**src/rtl/dcache_sweep_ctrl_if.sv**
```systemverilog
// Core/RAM signal bundle for the data-cache tag/valid sweep controller.
// The slave modport is the controller's view; master is the core/RAM side.
interface dcache_sweep_ctrl_if #(
  parameter int NumWords = 256,
  parameter int SetAssoc = 8
);
  localparam int AddrW = $clog2(NumWords);

  // Request side
  logic                flush_i;
  logic                flush_ack_o;
  logic                init_done_o;
  logic                req_i;
  logic                we_i;
  logic [AddrW-1:0]    addr_i;
  logic [SetAssoc-1:0] wmask_i;
  logic                gnt_o;

  // RAM side
  logic                ram_en_o;
  logic                ram_we_o;
  logic [AddrW-1:0]    ram_addr_o;
  logic [SetAssoc-1:0] ram_wmask_o;
  logic                ram_clr_o;

  modport slave (
    input  flush_i, req_i, we_i, addr_i, wmask_i,
    output flush_ack_o, init_done_o, gnt_o,
    output ram_en_o, ram_we_o, ram_addr_o, ram_wmask_o, ram_clr_o
  );

  modport master (
    output flush_i, req_i, we_i, addr_i, wmask_i,
    input  flush_ack_o, init_done_o, gnt_o,
    input  ram_en_o, ram_we_o, ram_addr_o, ram_wmask_o, ram_clr_o
  );
endinterface

```
**src/rtl/dcache_sweep_ctrl.sv**
```systemverilog
// Tag/valid RAM sweep controller: clears every set after reset (INIT) and on a
// flush request (FLUSH), otherwise passes core accesses straight to the RAM.
module dcache_sweep_ctrl #(
  parameter int NumWords = 256,
  parameter int SetAssoc = 8
) (
  input  logic               clk_i,
  input  logic               rst_ni,
  dcache_sweep_ctrl_if.slave bus
);
  localparam int AddrW = $clog2(NumWords);
  localparam logic [AddrW-1:0] LastIdx = AddrW'(NumWords - 1);

  typedef enum logic [1:0] {
    INIT  = 2'd0,
    IDLE  = 2'd1,
    FLUSH = 2'd2
  } state_e;

  state_e           state_q;
  logic [AddrW-1:0] cnt_q;
  logic             pending_q;
  logic             flush_ack_q;
  logic             init_done_q;

  logic sweep;
  logic last;

  assign sweep = (state_q != IDLE);
  assign last  = (cnt_q == LastIdx);

  // NOTE: sequential state uses non-blocking assignments only, so every
  // register sees the pre-edge value of every other register.
  always_ff @(posedge clk_i or negedge rst_ni) begin
    if (!rst_ni) begin
      state_q     <= INIT;
      cnt_q       <= '0;
      pending_q   <= 1'b0;
      flush_ack_q <= 1'b0;
      init_done_q <= 1'b0;
    end else begin
      flush_ack_q <= 1'b0;
      unique case (state_q)
        INIT: begin
          if (bus.flush_i) pending_q <= 1'b1;
          if (last) begin
            // The init sweep already cleared everything a flush would.
            cnt_q       <= '0;
            state_q     <= IDLE;
            init_done_q <= 1'b1;
            flush_ack_q <= pending_q | bus.flush_i;
            pending_q   <= 1'b0;
          end else begin
            cnt_q <= cnt_q + AddrW'(1);
          end
        end
        IDLE: begin
          // A level still high during the ack cycle belongs to the sweep just acked.
          if (bus.flush_i && !flush_ack_q) state_q <= FLUSH;
        end
        FLUSH: begin
          if (last) begin
            cnt_q       <= '0;
            state_q     <= IDLE;
            flush_ack_q <= 1'b1;
          end else begin
            cnt_q <= cnt_q + AddrW'(1);
          end
        end
        default: begin
          state_q <= INIT;
          cnt_q   <= '0;
        end
      endcase
    end
  end

  // NOTE: every output gets a default first so no path leaves a latch behind.
  always_comb begin
    bus.gnt_o       = 1'b0;
    bus.ram_en_o    = 1'b0;
    bus.ram_we_o    = 1'b0;
    bus.ram_addr_o  = '0;
    bus.ram_wmask_o = '0;
    bus.ram_clr_o   = 1'b0;
    if (sweep) begin
      bus.ram_en_o    = 1'b1;
      bus.ram_we_o    = 1'b1;
      bus.ram_addr_o  = cnt_q;
      bus.ram_wmask_o = '1;
      bus.ram_clr_o   = 1'b1;
    end else begin
      bus.gnt_o       = bus.req_i;
      bus.ram_en_o    = bus.req_i;
      bus.ram_we_o    = bus.req_i & bus.we_i;
      bus.ram_addr_o  = bus.addr_i;
      bus.ram_wmask_o = bus.wmask_i;
    end
  end

  assign bus.flush_ack_o = flush_ack_q;
  assign bus.init_done_o = init_done_q;

  a_ack_single : assert property (@(posedge clk_i) disable iff (!rst_ni)
    flush_ack_q |=> !flush_ack_q);
  a_no_gnt_in_sweep : assert property (@(posedge clk_i) disable iff (!rst_ni)
    sweep |-> !bus.gnt_o);
  a_done_sticky : assert property (@(posedge clk_i) disable iff (!rst_ni)
    init_done_q |=> init_done_q);

endmodule

```
**src/flat_wrapper.sv**
```systemverilog
// flat-port wrapper written by rule: the top's interface ports become plain ports
module dcache_sweep_ctrl_flat 
#(
  parameter int NumWords = 256,
  parameter int SetAssoc = 8
)
  (clk_i, rst_ni, bus_flush_i, bus_req_i, bus_we_i, bus_addr_i, bus_wmask_i, bus_flush_ack_o, bus_init_done_o, bus_gnt_o, bus_ram_en_o, bus_ram_we_o, bus_ram_addr_o, bus_ram_wmask_o, bus_ram_clr_o);
  dcache_sweep_ctrl_if #(.NumWords(NumWords), .SetAssoc(SetAssoc)) bus_i ();
  input  logic clk_i;
  input  logic rst_ni;
  input wire logic [$bits(bus_i.flush_i)-1:0] bus_flush_i;
  input wire logic [$bits(bus_i.req_i)-1:0] bus_req_i;
  input wire logic [$bits(bus_i.we_i)-1:0] bus_we_i;
  input wire logic [$bits(bus_i.addr_i)-1:0] bus_addr_i;
  input wire logic [$bits(bus_i.wmask_i)-1:0] bus_wmask_i;
  output wire logic [$bits(bus_i.flush_ack_o)-1:0] bus_flush_ack_o;
  output wire logic [$bits(bus_i.init_done_o)-1:0] bus_init_done_o;
  output wire logic [$bits(bus_i.gnt_o)-1:0] bus_gnt_o;
  output wire logic [$bits(bus_i.ram_en_o)-1:0] bus_ram_en_o;
  output wire logic [$bits(bus_i.ram_we_o)-1:0] bus_ram_we_o;
  output wire logic [$bits(bus_i.ram_addr_o)-1:0] bus_ram_addr_o;
  output wire logic [$bits(bus_i.ram_wmask_o)-1:0] bus_ram_wmask_o;
  output wire logic [$bits(bus_i.ram_clr_o)-1:0] bus_ram_clr_o;
  assign bus_i.flush_i = bus_flush_i;
  assign bus_i.req_i = bus_req_i;
  assign bus_i.we_i = bus_we_i;
  assign bus_i.addr_i = bus_addr_i;
  assign bus_i.wmask_i = bus_wmask_i;
  assign bus_flush_ack_o = bus_i.flush_ack_o;
  assign bus_init_done_o = bus_i.init_done_o;
  assign bus_gnt_o = bus_i.gnt_o;
  assign bus_ram_en_o = bus_i.ram_en_o;
  assign bus_ram_we_o = bus_i.ram_we_o;
  assign bus_ram_addr_o = bus_i.ram_addr_o;
  assign bus_ram_wmask_o = bus_i.ram_wmask_o;
  assign bus_ram_clr_o = bus_i.ram_clr_o;
  dcache_sweep_ctrl #(.NumWords(NumWords), .SetAssoc(SetAssoc)) u_core (.clk_i(clk_i), .rst_ni(rst_ni), .bus(bus_i));
endmodule
```
**config.mk**
```make
export PLATFORM = sky130hd
export DESIGN_NAME = dcache_sweep_ctrl_flat
export DESIGN_NICKNAME = d
export VERILOG_FILES = /design/src/rtl/dcache_sweep_ctrl_if.sv /design/src/rtl/dcache_sweep_ctrl.sv /design/src/flat_wrapper.sv
export SDC_FILE = /design/constraint.sdc
export NUM_CORES = 1
export LEC_CHECK = 0
export CORE_ASPECT_RATIO = 1.4
export CORE_UTILIZATION = 38
export DETAILED_ROUTE_END_ITERATION = 8
export PLACE_DENSITY = 0.78
export SYNTH_ARGS = -nofsm -noshare
export SYNTH_HDL_FRONTEND = slang
export SYNTH_SLANG_ARGS = --single-unit
```
**constraint.sdc**
```tcl
create_clock -name clk_i -period 1.94 [get_ports clk_i]
set_clock_uncertainty 0.15 [all_clocks]
set_input_delay 0.291 -clock clk_i [delete_from_list [all_inputs] [get_ports clk_i]]
set_output_delay 0.291 -clock clk_i [all_outputs]
set_load 0.05 [all_outputs]
```
=== Word level (Yosys, flattened, before mapping) ===
Index checks and enable logic that the tools add are counted.

* Output and inout port bits: 22
* Latch bits: 0
* Bits in read-only memories: 0
* Logic and storage cells: 38
* Flip-flop bits (word level): 13
* Memory bits (writable): 0
* Memories: 0

* Mux-type cells: 16
* $lt $le $gt $ge: 0
* Shift operators: 0
* Reductions and logical operators: 8
* Equal/unequal tests: 6
* Divide/modulo/power cells: 0
* Multipliers: 0
* Bitwise gates (word level): 2
* $add $sub $neg: 1

{| class="wikitable"
|+ Operator list
! operator !! count
|-
| 8-bit 2-to-1 mux || 3
|-
| 8-bit one-hot mux with 2 select lines || 1
|-
| 8-bit by 1-bit adder with 8-bit output, second input constant || 1
|-
| 8-bit equality test, second input constant || 1
|-
| 1-bit 2-to-1 mux || 8
|-
| 2-bit by 1-bit != test with 1-bit output, second input constant || 3
|-
| 2-bit AND reduction || 3
|-
| 2-bit 2-to-1 mux || 2
|-
| 2-bit one-hot mux with 2 select lines || 1
|-
| 2-bit by 1-bit equality test with 1-bit output, second input constant || 1
|-
| 2-bit equality test, second input constant || 1
|-
| 2-bit zero test || 1
|-
| 1-bit one-hot mux with 2 select lines || 1
|-
| 2-bit nonzero test || 1
|-
| 2-bit OR reduction || 1
|-
| 1-bit AND || 1
|-
| 1-bit logical AND || 1
|-
| 1-bit zero test || 1
|-
| 1-bit OR || 1
|}

=== Longest topological paths before layout ===
Gate-level depths: netlist (run 1).

* Depth after elaboration: 4
* Gate-level depth with buffers: 5
* Mapped depth without buffers: 4

=== Worst setup path before layout (run 1) ===
OpenSTA, ideal clock, no wires.

* Path kind: flip-flop to output port
* From: reg u_core.state_q[0]
* To: out bus_ram_addr_o[0]
* Stages on the path, launching flop included: 6
* Path slack: 0.099 ns
* Arrival: 1.400 ns
* Buffers on the path: 1
* Cell sequence: dfrtp_1 nor2b_1 buf_2 inv_2 nand2_1 nand2_1

* Cells in the longest elaborated chain, start to end: 2

{| class="wikitable"
|+ Ends and longest elaborated chain
! what !! RTL line !! source
|-
| start, declared || dcache_sweep_ctrl.sv:20 || <nowiki>state_e state_q;</nowiki>
|-
| start signal, assigned || dcache_sweep_ctrl.sv:36 || <nowiki>state_q <= INIT;</nowiki>
|-
| start signal, assigned || dcache_sweep_ctrl.sv:49 || <nowiki>state_q <= IDLE;</nowiki>
|-
| start signal, assigned || dcache_sweep_ctrl.sv:59 || <nowiki>if (bus.flush_i && !flush_ack_q) state_q <= FLUSH;</nowiki>
|-
| 2-bit by 1-bit != test with 1-bit output || dcache_sweep_ctrl.sv:29 || <nowiki>assign sweep = (state_q != IDLE);</nowiki>
|-
| 8-bit 2-to-1 mux || dcache_sweep_ctrl.sv:86 || <nowiki>if (sweep) begin</nowiki>
|-
| end, declared || flat_wrapper.sv:21 || <nowiki>output wire logic [$bits(bus_i.ram_addr_o)-1:0] bus_ram_addr_o;</nowiki>
|}

Every way passes these cells.

=== Final worst setup path (run 1) ===
* From: reg u_core.state_q[1]
* To: out bus_ram_addr_o[7]

Same word-level chain as after synthesis.

==> results of run 1 <==
-- final timing paths --
path | startpoint | to | slack (ns) | depth (start not counted)
max | u_core.state_q[1] | bus_ram_addr_o[7] | 0.12 | 6
min | rst_ni | u_core.cnt_q[3] | 0.23 | 1
max reg2reg | u_core.cnt_q[0] | u_core.cnt_q[5] | 0.27 | 4
min reg2reg | u_core.bus.init_done_o | u_core.bus.init_done_o | 0.33 | 1
max in group asynchronous | rst_ni | u_core.state_q[1] | 1.01 | 1
min in group clk_i | u_core.bus.init_done_o | u_core.bus.init_done_o | 0.33 | 1
-- where the power goes --
part           internal [mW]  total [mW]  switching [mW]  leakage (nW)
logic                  0.248       0.623           0.376         0.386
registers              0.337       0.429          0.0928         0.162
clock network         0.0796       0.168          0.0880        0.0150
-- layout by cell type (no fill, tap or decap), types with 3 or more instances in the layout --
cell / synthesis / routed
nand3_1: 4 / 4
nand2b_1: 9 / 9
nand2_1: 33 / 33
clkdlybuf4s50_1: 0 / 20
nor4_1: 3 / 3
dfrtp_1: 13 / 12
clkbuf_4: 0 / 3
buf_4: 1 / 26
o21ai_0: 3 / 3
-- metal layers --
layer / routed length, um / global-route usage
met2: 1172 / 0.3438
met3: 104 / 0.03891
met4: 23 / 0.07834
met1: 817 / 0.2474
met5: 0 / 0
-- logic make-up after synthesis --
family,after synthesis,synth area share
AOI/OAI and AO/OA,15,0.1337
DFF,13,0.3951
muxes,1,0.01368
xor gates and xnor gates,1,0.01064
and+or+nand+nor,62,0.3663
buffers and inverters,7,0.06535
adders and majority gates,1,0.01520
-- through the flow --
stage	hold WS, ns	setup TNS, ns	cells	worst slack [ns]
floorplan	-0.1546	0	100	0.09946
global placement	0.3064	0	162	0.2743
detailed placement	0.3157	0	162	0.2146
CTS	0.2432	-0.007381	166	-0.007381
global route	0.2759	0	167	0.01996
finish	0.2276	0	167	0.1180
-- cell type report --
type,instances,area share
Timing Repair Buffer,48,0.3376
Multi-Input combinational cell,80,0.3574
Sequential cell,13,0.2584
Inverter,1,0.004951
Clock buffer,4,0.02079
Tap cell,21,0.02079
-- registers in the layout, summed over array words and instances, names as in the netlist --
| name | cells |
|---|---|
| u_core.bus.flush_ack_o | 1 |
| u_core.bus.init_done_o | 1 |
| u_core.cnt_q | 8 |
| u_core.pending_q | 1 |
| u_core.state_q | 2 |
-- what timing repair did --
item	in CTS	in global routing
gates resized for setup	1	4
setup buffers	0	1
pin swaps	0	0
endpoints found under the setup margin	19	19
-- worst max-delay path: stages (launching register included) --
cell and delay [ns]:
dfrtp_2 0.43, nor2b_4 0.16, buf_4 0.15, inv_4 0.06
nand2_1 0.06, nand2_1 0.05, buf_4 0.18
==> qor.csv, run 1 <==
metric;value;unit
cts.sinks;13;
yosysMostFrequentCell;nand2_1;
ys.flop_type;dfrtp_1;
seq_area;326.6;um2
yosys-top-cells-area;dfrtp_1 (40%), nand2_1 (15%), nand2b_1 (6.8%);
drtIter0Drc;11;
syn_to_final_growth;53.50;%
synth-edff-count;0;
grt_pass1_vias;790;
synthesis.nets;122;
htree_levels;1;
path_class;register to primary output;
start_util;0.4123;
routabilityCongestion;0.8511;
synth_top_area_cell;dfrtp_1;
power.total;1.221;mW
num_vias;859;
antenna_found_initial;0;
rows;19;
fill_cells;189;
dp_hpwl;1.656;mm
multi_input_area;451.7;um2
die-area;2359;um2
yosysSeqAreaShare;0.3951;
via_per_inst;5.144;
setup_viol;0;
cp_max_fo;10;
hold_class;primary input to async pin;
hold_viol_final;0;
rsz0062_at_grt;no;
synth_top_area_share;0.3951;
finish.instance_area;1264;um2
routed_wl;2.117;mm
ys_warn_count;0;
grt_max_degree;16;
die_w;41.34;um
dr.pass1.iters;4;
cts_buffers;3;
cap_violations;0;
clk_latency;0.27;ns
placed_cell_area;1215;um2
ant_nets;0;
ir_drop;0.0004791;V
yosys-top-cells-count;nand2_1 (33), dfrtp_1 (13), nand2b_1 (9), nand3_1 (4);
io_buffers;42;
syn_inst;100;
core;1997;um2
cp.required;1.50;ns
synth_area_per_cell;8.233;um2
avgRoutedWirePerCell;12.68;um
power_density;965.9;nW/um2
grt_pass1_wl;3.381;mm
cts_tree;done;
crit_path_end_kind;primary output;
status;finished clean;
fmax;0.5489;GHz
report.final.slew_viol_count;0;
cp.arrival;1.38;ns
cts_root_buf;clkbuf_4;
slew_headroom;0.6197;
die_h;57.08;um
drc;0;
ys_ff_latch;13;
fin_util;0.6328;
clk_pin_slew;0.08;ns
cts-hold-fix-buffers;0;
clockBufferDepth;2;
async_reset_ff_frac;1.000;
ios;43;
tightest_slew;0.5687;ns
layout-drive-gt1-share;0.2603;
min_period;1.822;ns
min_period_over_period;0.9392;
diodes;0;
power.leakage;0.5630;nW
synth_area;823.3;um2
synth_cell_types;30;
grt_usage;0.2059;
cp-start-kind;register;
globalRouteOverflowTotal;0;
nets;169;
Power figures use the tool's default switching activity.
==> run 2: changes to the inputs <==
Settings changed: CORE_MARGIN from default to 4, SLEW_MARGIN from default to 30.
==> run 2 against run 1 <==
  * Non-clock buffer count shrank 3
  * Clock power barely moved
  * Count of clock-buffer cells in the layout is the same
  * Combinational power shrank 5.9%
  * Sequential share of layout area up 0.44 points
  * Utilization is 1.8 points lower
  * Fmax decreased by 1.9%
  * Worst hold slack got worse by 0.0021 ns
  * Power shrank 1.6%
  * Critical endpoint is now bus_gnt_o
==> qor.csv, run 2 (synthesized netlist as in run 1, its figures left out) <==
metric;value;unit
status;finished clean;
cp_max_fo;15;
htree_levels;1;
routed_wl;2.169;mm
max_stage_delay;0.46;ns
stdcell_count;164;
core;2021;um2
via_per_inst;5.116;
ant_nets;0;
start_util;0.4074;
path_depth;4;
rows;19;
tightest_slew;0.5727;ns
largest_register_ff_count;8;
slew_headroom;0.6170;
cts_root_buf;clkbuf_4;
hold_viol_final;0;
path_delay_family;flip-flops;
crit_path_end_kind;primary output;
final_common_cell;nand2_1;
num_vias;839;
routabilityCongestion;0.7464;
clk_pin_slew;0.08;ns
hold_class;primary input to async pin;
cts_buffers;3;
io_buffers;42;
antenna_found_initial;0;
min_period;1.858;ns
grt_pass1_wl;3.539;mm
die_w;47.34;um
die_h;63.08;um
fin_setup_tns;0;ns
reg2reg_depth;4;
report.final.slew_viol_count;0;
cp.required;1.50;ns
clk_latency;0.28;ns
dp_hpwl;1.681;mm
layout-drive-gt1-share;0.2448;
worst-path-buf-inv;2;
grt_usage;0.1601;
die-area;2986;um2
dr.pass1.iters;2;
power.leakage;0.5472;nW
final_cell_mix;nand2_1 (33), buf_4 (22), clkdlybuf4s50_1 (20);
path_class;register to primary output;
cp-start-kind;register;
clockBufferDepth;2;
globalRouteOverflowTotal;0;
cpMaxStageDelayCell;dfrtp_2;
cp.arrival;1.42;ns
drc;0;
postLayoutSetupSlackWorst;0.08196;ns
pre_cts_ws;0.2171;ns
cts_tree;done;
placed_cells;160;
ir_drop;0.0005670;V
fmax;0.5382;GHz
grt_pass1_vias;780;
rsz0062_at_grt;no;
ios;43;
diodes;0;
cts.sinks;13;
path_cells;nor2b_4 > buf_6 > and2_1 > buf_12;
cap_violations;0;
fin_util;0.6149;
top_regs;u_core.cnt_q: 8 flops, u_core.state_q: 2 flops;
syn_to_final_growth;50.91;%
nets;166;
regMostFlops;u_core.cnt_q;
drtIter0Drc;7;
avgRoutedWirePerCell;13.23;um
power_density;966.8;nW/um2
setup_viol;0;
min_period_over_period;0.9578;
grt_max_degree;16;
power.total;1.201;mW
run 2: cell types whose count changed in the layout (fill, tap and decap cells not counted), sizes merged:
| cell | previous run | this run |
|---|---|---|
| buf | 28 | 25 |
run 2: path summary, 6_finish.rpt:
path / from / end / slack (ns)
setup / recovery: u_core.state_q[1] / bus_gnt_o / 0.08
hold / removal: rst_ni / u_core.cnt_q[2] / 0.23
setup reg to reg: u_core.cnt_q[1] / u_core.cnt_q[3] / 0.27
hold reg to reg: u_core.bus.init_done_o / u_core.bus.init_done_o / 0.32
max in group asynchronous: rst_ni / u_core.state_q[1] / 1.00
min in group clk_i: u_core.bus.init_done_o / u_core.bus.init_done_o / 0.32
run 2: stage by stage:
stage	area (um2)	hold WS (ns)
global route	1242	0.2648
finish	1242	0.2254
global placement	1200	0.3053
detailed placement	1200	0.3073
CTS	1232	0.2419
floorplan	823.3	-0.1546
run 2: metal layers:
| layer | GRT usage | vias up | wire length (um) |
|---|---|---|---|
| li1 | - | 430 | - |
| met1 | 0.1922 | 388 | 840 |
| met2 | 0.2617 | 17 | 1164 |
| met3 | 0.02849 | 4 | 120 |
| met4 | 0.07266 | 0 | 43 |
| met5 | 0 | - | 0 |
run 2: what timing repair did:
item,CTS,global route
setup endpoints to repair,19,10
setup buffers,0,0
gates resized for setup,2,3
hold buffers,0,0
run 2: power breakdown:
part,switching [mW],internal [mW]
clock network,0.0860,0.0797
registers,0.113,0.336
logic,0.354,0.232
total,0.553,0.648
run 2: final cells by class:
class / instances / area, um2
Tap cell: 21 / 26.28
Fill cell: 174 / 778.2
Multi-Input combinational cell: 80 / 451.7
Inverter: 1 / 3.754
Sequential cell: 13 / 326.6
Clock buffer: 4 / 26.28
Timing Repair Buffer: 45 / 407.9
